### config.mk
export PLATFORM = sky130hd
export DESIGN_NAME = arrow_scheduler
export DESIGN_NICKNAME = d
export VERILOG_FILES = /design/src/rtl/arrow_scheduler.sv
export SDC_FILE = /design/constraint.sdc
export NUM_CORES = 1
export LEC_CHECK = 0
export CORE_ASPECT_RATIO = 2
export CORE_MARGIN = 5
export CORE_UTILIZATION = 55
export DETAILED_ROUTE_END_ITERATION = 7
export PLACE_DENSITY_LB_ADDON = 0.1
export SLEW_MARGIN = 20
export SYNTH_ARGS = -nofsm -noshare
export SYNTH_HDL_FRONTEND = slang
export SYNTH_SLANG_ARGS = --single-unit
### constraint.sdc
create_clock -name clk -period 8.6 [get_ports clk]
set_input_delay 2.58 -clock clk [delete_from_list [all_inputs] [get_ports clk]]
set_output_delay 2.58 -clock clk [all_outputs]
set_load 0.03 [all_outputs]
### src/rtl/arrow_scheduler.sv
// arrow_scheduler: spawns, retires and scores the pool of arrow instances.
// Ports: clk/rst, hcount/vcount (frame tick), start, per-slot done/hit in; slot valid/dir, speed, lives, score, state out.
module arrow_scheduler #(
  parameter int          NUM_SLOTS        = 4,
  parameter int          SPAWN_INTERVAL   = 60,
  parameter int          START_LIVES      = 3,
  parameter int          BLOCKS_PER_LEVEL = 8,
  parameter logic [15:0] LFSR_SEED        = 16'hACE1
) (
  input  logic                   clk,
  input  logic                   rst,
  input  logic [10:0]            hcount_in,
  input  logic [9:0]             vcount_in,
  input  logic                   start_in,
  input  logic [NUM_SLOTS-1:0]   slot_done_in,
  input  logic [NUM_SLOTS-1:0]   hit_player_in,
  output logic [NUM_SLOTS-1:0]   slot_valid_out,
  output logic [2*NUM_SLOTS-1:0] slot_direction_out,
  output logic [2:0]             speed_out,
  output logic [1:0]             lives_out,
  output logic [15:0]            score_out,
  output logic                   game_over_out,
  output logic [1:0]             state_out
);

  typedef enum logic [1:0] {
    IDLE = 2'b00,
    RUN  = 2'b01,
    OVER = 2'b10
  } state_e;

  localparam int              CW       = $clog2(SPAWN_INTERVAL);
  localparam logic [CW-1:0]   CNT_LAST = CW'(SPAWN_INTERVAL - 1);
  localparam logic [16:0]     BPL      = 17'(BLOCKS_PER_LEVEL);
  localparam logic [1:0]      LIVES0   = 2'(START_LIVES);

  state_e                 state_q, state_d;
  logic [NUM_SLOTS-1:0]   valid_q, valid_d;
  logic [2*NUM_SLOTS-1:0] dir_q, dir_d;
  logic [2:0]             speed_q, speed_d;
  logic [1:0]             lives_q, lives_d;
  logic [15:0]            score_q, score_d;
  logic [15:0]            lvl_q, lvl_d;
  logic [CW-1:0]          cnt_q, cnt_d;
  logic                   pend_q, pend_d;
  logic [15:0]            lfsr_q, lfsr_d;
  logic                   over_q;

  logic                   frame_tick;
  logic [NUM_SLOTS-1:0]   retire, blk, hit;
  logic [3:0]             nblk, nhit;
  logic                   lose;
  logic [NUM_SLOTS-1:0]   spawn_oh;
  logic                   any_free;
  logic                   fb;
  logic [16:0]            score_sum, lvl_sum, steps, spd_sum;

  assign frame_tick = (hcount_in == 11'd0) && (vcount_in == 10'd0);
  assign retire     = valid_q & slot_done_in;
  assign blk        = retire & ~hit_player_in;
  assign hit        = retire & hit_player_in;
  assign fb         = lfsr_q[15] ^ lfsr_q[13] ^ lfsr_q[12] ^ lfsr_q[10];

  always_comb begin
    nblk = '0;
    nhit = '0;
    for (int i = 0; i < NUM_SLOTS; i++) begin
      nblk = nblk + 4'(blk[i]);
      nhit = nhit + 4'(hit[i]);
    end
  end

  // Lowest-index free slot as a one-hot mask.
  always_comb begin
    spawn_oh = '0;
    any_free = 1'b0;
    for (int i = 0; i < NUM_SLOTS; i++) begin
      if (!any_free && !valid_q[i]) begin
        spawn_oh[i] = 1'b1;
        any_free    = 1'b1;
      end
    end
  end

  assign lose = (nhit != 4'd0) && (nhit >= {2'b00, lives_q});

  // Speed follows the per-game block count in whole levels.
  assign score_sum = {1'b0, score_q} + 17'(nblk);
  assign lvl_sum   = {1'b0, lvl_q} + 17'(nblk);
  assign steps     = lvl_sum / BPL;
  assign spd_sum   = 17'(speed_q) + steps;

  always_ff @(posedge clk) begin
    if (rst) state_q <= IDLE;
    else     state_q <= state_d;
  end

  always_comb begin
    state_d = state_q;
    unique case (state_q)
      IDLE:    if (start_in) state_d = RUN;
      RUN:     if (lose) state_d = OVER;
      OVER:    if (start_in) state_d = RUN;
      default: state_d = IDLE;
    endcase
  end

  always_comb begin
    valid_d = valid_q;
    dir_d   = dir_q;
    speed_d = speed_q;
    lives_d = lives_q;
    score_d = score_q;
    lvl_d   = lvl_q;
    cnt_d   = cnt_q;
    pend_d  = pend_q;
    lfsr_d  = lfsr_q;
    unique case (state_q)
      RUN: begin
        valid_d = valid_q & ~retire;
        score_d = score_sum[16] ? 16'hFFFF : score_sum[15:0];
        lvl_d   = 16'(lvl_sum % BPL);
        speed_d = (spd_sum > 17'd7) ? 3'd7 : spd_sum[2:0];
        lives_d = lose ? 2'd0 : lives_q - nhit[1:0];
        if (frame_tick) begin
          lfsr_d = {lfsr_q[14:0], fb};
          // Interval counter stalls while a spawn is waiting.
          if (pend_q) begin
            if (any_free) begin
              valid_d = valid_d | spawn_oh;
              for (int i = 0; i < NUM_SLOTS; i++) begin
                if (spawn_oh[i]) dir_d[2*i +: 2] = lfsr_q[1:0];
              end
              pend_d = 1'b0;
            end
          end else if (cnt_q == CNT_LAST) begin
            cnt_d  = '0;
            pend_d = 1'b1;
          end else begin
            cnt_d = cnt_q + CW'(1);
          end
        end
        if (lose) valid_d = '0;
      end
      default: begin
        valid_d = '0;
        if (start_in) begin
          speed_d = 3'd1;
          lives_d = LIVES0;
          score_d = '0;
          lvl_d   = '0;
          cnt_d   = '0;
          pend_d  = 1'b0;
          lfsr_d  = LFSR_SEED;
        end
      end
    endcase
  end

  always_ff @(posedge clk) begin
    if (rst) begin
      valid_q <= '0;
      dir_q   <= '0;
      speed_q <= 3'd1;
      lives_q <= LIVES0;
      score_q <= '0;
      lvl_q   <= '0;
      cnt_q   <= '0;
      pend_q  <= 1'b0;
      lfsr_q  <= LFSR_SEED;
      over_q  <= 1'b0;
    end else begin
      valid_q <= valid_d;
      dir_q   <= dir_d;
      speed_q <= speed_d;
      lives_q <= lives_d;
      score_q <= score_d;
      lvl_q   <= lvl_d;
      cnt_q   <= cnt_d;
      pend_q  <= pend_d;
      lfsr_q  <= lfsr_d;
      over_q  <= (state_d == OVER);
    end
  end

  assign slot_valid_out     = valid_q;
  assign slot_direction_out = dir_q;
  assign speed_out          = speed_q;
  assign lives_out          = lives_q;
  assign score_out          = score_q;
  assign game_over_out      = over_q;
  assign state_out          = state_q;

endmodule

==> results of run 1 <==
==> worst max path at each step <==
stage / start / end / cells after the start
after floorplan: hit_player_in[0] / score_out[14] / 12
after global placement: slot_done_in[0] / score_out[5] / 13
after detailed placement: slot_done_in[0] / score_out[3] / 13
after CTS: slot_done_in[0] / score_out[3] / 13
after global routing: slot_done_in[0] / score_out[9] / 13
final: slot_done_in[0] / score_out[3] / 13
==> state kept, by name (all words and copies together), names as in the netlist <==
register            flops
game_over_out           1
cnt_q                   6
score_out              16
slot_valid_out          4
lives_out               2
lvl_q                   3
pend_q                  1
speed_out               3
state_out               2
lfsr_q                 16
slot_direction_out      8
==> kinds of logic after synthesis <==
| group | count (synthesis) | synth area share, % |
|---|---|---|
| mux | 8 | 2.43 |
| simple gates | 158 | 28.2 |
| compound gates | 93 | 17.9 |
| xor+xnor | 5 | 1.33 |
| flops | 62 | 37.7 |
| buf+inv | 31 | 3.99 |
| fa+ha+maj | 20 | 8.51 |
==> worst max-delay path, delay by kind of cell <==
family	cells	cell delay, ps
adders and majority gates	4	1520
buffers and inverters	3	620
AOI/OAI and AO/OA	3	560
and+or+nand+nor	3	710
==> final cells by class <==
cell class,count,share of cell area (%)
clock buffers,13,6.25
clock inverters,3,1.50
inverters,17,1.48
multi-input cells,284,44.4
flip-flops and latches,62,28.7
well taps,63,1.82
repair buffers,69,15.9
==> layer usage <==
layer / wire length, um / GRT usage (%) / part of all wire, %
met2: 4320 / 38.6 / 52
met1: 3460 / 26.8 / 42
met4: 141 / 8.74 / 1.7
met5: 0 / 0 / 0
met3: 342 / 4.91 / 4.1
==> synth_stat cells (2+ instances only) <==
| master | n | area share, % |
|---|---|---|
| nand3_1 | 21 | 3.2 |
| o21ai_1 | 2 | 0.30 |
| a31oi_1 | 9 | 1.7 |
| nand3b_1 | 5 | 1.1 |
| o21ai_0 | 19 | 2.9 |
| o31a_1 | 2 | 0.53 |
| clkbuf_1 | 6 | 0.68 |
| nor4_2 | 2 | 0.76 |
| buf_4 | 2 | 0.46 |
| and3_1 | 5 | 0.95 |
| o211a_1 | 2 | 0.61 |
| nand4b_1 | 2 | 0.53 |
| ha_1 | 16 | 6.1 |
| nand2b_1 | 3 | 0.57 |
| xor2_1 | 3 | 0.80 |
| a21o_1 | 7 | 1.6 |
| or2_2 | 2 | 0.38 |
| buf_2 | 6 | 0.91 |
| dfxtp_1 | 62 | 38 |
| mux2i_1 | 8 | 2.4 |
| a21oi_1 | 30 | 4.6 |
| fa_1 | 4 | 2.4 |
| or3_1 | 2 | 0.38 |
| and2_1 | 3 | 0.57 |
| xnor2_1 | 2 | 0.53 |
| o211ai_1 | 3 | 0.68 |
| nor4_4 | 6 | 3.9 |
| inv_1 | 16 | 1.8 |
| nand4_1 | 3 | 0.57 |
| nor2_1 | 37 | 4.2 |
| a22o_1 | 8 | 2.1 |
| o22ai_1 | 4 | 0.76 |
| nor2b_1 | 8 | 1.5 |
| nor3_1 | 18 | 2.7 |
| nor3_2 | 3 | 0.91 |
| nand2_1 | 30 | 3.4 |
==> power by group through the flow <==
| stage | Clock (mW) | Sequential (mW) | Combinational [mW] |
|---|---|---|---|
| detailed placement | 0 | 0.295 | 0.0481 |
| CTS | 0.404 | 0.289 | 0.0488 |
| global route | 0.419 | 0.289 | 0.0525 |
| finish | 0.398 | 0.289 | 0.0486 |
| global placement | 0 | 0.295 | 0.0465 |
| floorplan | 0 | 0.296 | 0.0229 |
==> through the flow <==
step | instances | worst slack [ps] | hold slack, ps | utilization [%]
after floorplan | 377 | 3290 | 436 | -
after global placement | 495 | 2660 | 450 | 67.5
after detailed placement | 495 | 2570 | 451 | 67.5
after CTS | 511 | 2900 | 460 | 73.2
after global routing | 511 | 2580 | 487 | 73.2
final | 511 | 2880 | 457 | 73.2
==> impl_metrics.env, run 1 <==
export IMPL_status="completed"
export IMPL_synth_flop_cell="dfxtp_1"
export IMPL_crit_required_ps=8870
export IMPL_dr_pass1_iters=4
export IMPL_p_leak_nw=1.70
export IMPL_wire_per_inst_um=16.2
export IMPL_grt_usage_pct=22.5
export IMPL_slowest_stage="fa_1"
export IMPL_hp_class="register to register"
export IMPL_finalNetCount=495
export IMPL_p_clk_share_pct=54.1
export IMPL_setup_tns_final_ps=0
export IMPL_worstHoldPathCells=2
export IMPL_synth_edf_count=0
export IMPL_min_to="lfsr_q[4]"
export IMPL_hpwl_mm=5.93
export IMPL_antenna_found_initial=0
export IMPL_path_cells="clkdlybuf4s50_1 > nand3b_1 > fa_1 > inv_1 > ha_1 > ha_1 > inv_1 > fa_1 > nor2b_1 > o2111ai_2 > nand2b_1 > o21ai_0 > a22o_1"
export IMPL_syn_nets=429
export IMPL_root_buffer="clkbuf_16"
export IMPL_grt_max_degree=31
export IMPL_ctsHoldBuffers=0
export IMPL_vias_per_cell=5.92
export IMPL_fin_area_um2=4320
export IMPL_swShare_pct=20.3
export IMPL_synth_area_um2=3290
export IMPL_die_h_um=119
export IMPL_rrSetupSlack_ps=5170
export IMPL_post_cts_buffers=0
export IMPL_worst_slew_margin_rel_pct=31.9
export IMPL_place_congestion=0.858
export IMPL_grt_overflow=0
export IMPL_r2r_end="score_out[3]"
export IMPL_postPlaceCellArea_um2=3990
export IMPL_crit_type="input port to register"
export IMPL_io_pins=68
export IMPL_synth_seq_area_share_pct=37.7
export IMPL_finClkSkew_ps=3.69
export IMPL_die_w_um=64.7
export IMPL_clk_latency_ps=330
export IMPL_layout_common_cells="67 x clkdlybuf4s50_1, 62 x dfxtp_1, 37 x nor2_1, 30 x nand2_1, 30 x a21oi_1"
export IMPL_diodes=0
export IMPL_rsz0062_at_grt="no"
export IMPL_power_mw=0.735
export IMPL_portBuffers=67
export IMPL_power_switching_mw=0.149
export IMPL_ys_ff_latch=62
export IMPL_reg2reg_from="slot_valid_out[0]"
export IMPL_min_from="lfsr_q[4]"
export IMPL_critPathMaxFanout=10
export IMPL_drcViolationCount=0
export IMPL_cts_sinks=62
export IMPL_fillCellCount=453
export IMPL_area_growth_pct=31.4
export IMPL_synth_area_per_cell_um2=8.73
export IMPL_grt_pass1_wl_mm=14.0
export IMPL_min_period_over_period_pct=66.5
export IMPL_setup_viol_count_final=0
export IMPL_drive_gt1_share_pct=8.04
export IMPL_tightest_slew_ps=1020
export IMPL_cts_buffers=9
export IMPL_finalHoldViolations=0
export IMPL_report_final_slew_viol_count=0
export IMPL_routed_wl_mm=8.27
export IMPL_yosys_warnings=0
export IMPL_rows=40
export IMPL_powerDensity_nw_per_um2=170
export IMPL_grt_pass1_vias=2988
export IMPL_multi_input_area_um2=1920
export IMPL_start_util_pct=55.7
export IMPL_worst_setup_path_start_kind="input port"
export IMPL_synth_distinct_cells=52
export IMPL_cts_tree="yes"
export IMPL_power_share_combinational_pct=6.6
export IMPL_crit_path_max_incr_delay_ps=560
export IMPL_peakVddDrop_mv=0.150
export IMPL_end_kind="register"
export IMPL_ant_nets=0
export IMPL_clk_pin_slew_ps=50
export IMPL_htree_levels=3
export IMPL_cts_buffer_depth=2
export IMPL_regArea_um2=1240
export IMPL_drtIter0Drc=116
export IMPL_syn_inst=377
export IMPL_max_cap_violations=0
export IMPL_die_area_um2=7730
export IMPL_seqPwrFrac_pct=39.3
export IMPL_async_reset_ff_share_pct=0
export IMPL_final_common_cell="clkdlybuf4s50_1"
export IMPL_cp_arrival_ps=5980
export IMPL_cts_resized=0
export IMPL_internal_power_mw=0.586
export IMPL_fin_crit_ps=5720
export IMPL_r2r_cells=12
export IMPL_vias=3025
export IMPL_coreArea_um2=5910
export IMPL_max_freq_mhz=175
No activity file was read; power rests on OpenSTA's default activity.
==> run 2: changes to the inputs <==
- CORE_UTILIZATION: 55 -> 51
- clock period: 8.6 -> 5.3 ns (I/O delays scaled with it)
==> impl_metrics.env, run 2 (synthesis results as in run 1) <==
export IMPL_status="completed"
export IMPL_end_kind="register"
export IMPL_max_freq_mhz=212
export IMPL_worst_setup_path_start_kind="input port"
export IMPL_finalNetCount=498
export IMPL_grt_pass1_vias=3040
export IMPL_r2r_end="score_out[5]"
export IMPL_dr_pass1_iters=4
export IMPL_post_cts_buffers=0
export IMPL_clk_pin_slew_ps=50
export IMPL_grt_usage_pct=21.9
export IMPL_drive_gt1_share_pct=8.43
export IMPL_final_common_cell="clkdlybuf4s50_1"
export IMPL_endpoint="score_out[5]"
export IMPL_io_pins=68
export IMPL_finClkSkew_ps=3.95
export IMPL_use_met1_pct=22.3
export IMPL_setup_viol_count_final=0
export IMPL_critPathMaxFanout=10
export IMPL_rsz0062_at_grt="no"
export IMPL_coreArea_um2=6310
export IMPL_met2_usage_pct=41.8
export IMPL_fin_cells=537
export IMPL_reg2reg_from="slot_valid_out[0]"
export IMPL_wire_per_inst_um=15.5
export IMPL_clk_latency_ps=320
export IMPL_grt_max_degree=27
export IMPL_dpl_cell_count=521
export IMPL_rrSetupSlack_ps=1830
export IMPL_cts_buffer_depth=2
export IMPL_cts_resized=0
export IMPL_vias=3001
export IMPL_die_h_um=124
export IMPL_grt_pass1_wl_mm=13.9
export IMPL_fin_area_um2=4320
export IMPL_p_leak_nw=1.69
export IMPL_layout_common_cells="67 x clkdlybuf4s50_1, 62 x dfxtp_1, 37 x nor2_1, 30 x nand2_1, 30 x a21oi_1"
export IMPL_fin_crit_ps=4710
export IMPL_ctsHoldBuffers=0
export IMPL_use_met3_pct=3.97
export IMPL_cts_buffers=9
export IMPL_ant_nets=0
export IMPL_fillCellCount=531
export IMPL_diodes=0
export IMPL_worst_slew_margin_rel_pct=44.2
export IMPL_vias_per_cell=5.59
export IMPL_max_cap_violations=0
export IMPL_r2r_cells=12
export IMPL_drtIter0Drc=220
export IMPL_postPlaceCellArea_um2=4040
export IMPL_portBuffers=67
export IMPL_crit_required_ps=5550
export IMPL_root_buffer="clkbuf_16"
export IMPL_hpwl_mm=6.28
export IMPL_die_w_um=66.8
export IMPL_grt_overflow=0
export IMPL_power_mw=1.11
export IMPL_crit_type="input port to register"
export IMPL_cts_tree="yes"
export IMPL_die_area_um2=8260
export IMPL_finalHoldViolations=0
export IMPL_cts_sinks=62
export IMPL_cp_arrival_ps=4960
export IMPL_setup_tns_final_ps=0
export IMPL_place_congestion=0.839
export IMPL_antenna_found_initial=0
export IMPL_hp_class="register to register"
export IMPL_tightest_slew_ps=837
export IMPL_peakVddDrop_mv=0.373
export IMPL_htree_levels=3
export IMPL_routed_wl_mm=8.32
export IMPL_rows=41
export IMPL_grt_busiest_layer="met2"
export IMPL_report_final_slew_viol_count=0
export IMPL_area_growth_pct=31.3
export IMPL_start_util_pct=52.2
export IMPL_powerDensity_nw_per_um2=256
export IMPL_cp_startpoint="slot_done_in[0]"
export IMPL_min_period_over_period_pct=88.9
export IMPL_drcViolationCount=0
-- run 2: changes by cell type in the layout (fill, tap and decap cells not counted), sizes merged --
| cell | delta |
|---|---|
| buf | +3 |
| clkinv | +3 |
| clkbuf | -2 |
| bufinv | -1 |
-- run 2: how the worst min path moves through the flow --
stage | depth (start not counted) | slack (ps) | end | startpoint
floorplan | 2 | 440 | lfsr_q[14] | lfsr_q[14]
global placement | 2 | 450 | lfsr_q[14] | lfsr_q[14]
detailed placement | 2 | 460 | lfsr_q[4] | lfsr_q[4]
CTS | 2 | 470 | lfsr_q[9] | lfsr_q[9]
global route | 1 | 500 | cnt_q[5] | cnt_q[5]
finish | 2 | 470 | lfsr_q[9] | lfsr_q[9]
-- run 2: layer usage --
layer	up-vias	share of wire, %
met1	1452	35
met3	9	3.2
met5	-	0
li1	1493	-
met2	47	60
met4	0	1.6
-- run 2: metrics by stage --
stage | hold slack, ps | worst slack (ps) | util [%]
after floorplan | 436 | 984 | -
after global placement | 450 | 317 | 64.0
after detailed placement | 458 | 248 | 64.0
after CTS | 468 | 589 | 68.5
after global routing | 496 | 252 | 68.5
final | 465 | 588 | 68.5
-- run 2: power breakdown --
group / switching [mW] / internal, mW / leakage, nW
Clock: 0.199 / 0.360 / 0.143
Combinational: 0.0444 / 0.0361 / 1.05
Sequential: 0.00159 / 0.468 / 0.500
-- run 2: area by class of cell --
| class | count | area, um^2 | share of cell area, % |
|---|---|---|---|
| Multi-Input combinational cell | 284 | 1920 | 44.4 |
| Sequential cell | 62 | 1240 | 28.7 |
| Timing Repair Buffer | 72 | 708 | 16.4 |
| Clock buffer | 11 | 233 | 5.38 |
| Tap cell | 86 | 108 | 2.49 |
| Inverter | 17 | 63.8 | 1.48 |
| Clock inverter | 5 | 50.0 | 1.16 |
-- run 2: worst max-delay path, cell delays in order --
cell	delay [ps]
clkdlybuf4s50_1	490
nand3b_1	130
fa_1	550
inv_1	40
ha_1	190
ha_1	370
inv_1	90
fa_1	410
nor2b_1	200
o2111ai_2	210
nand2b_1	380
o31a_1	180
o21ai_0	130
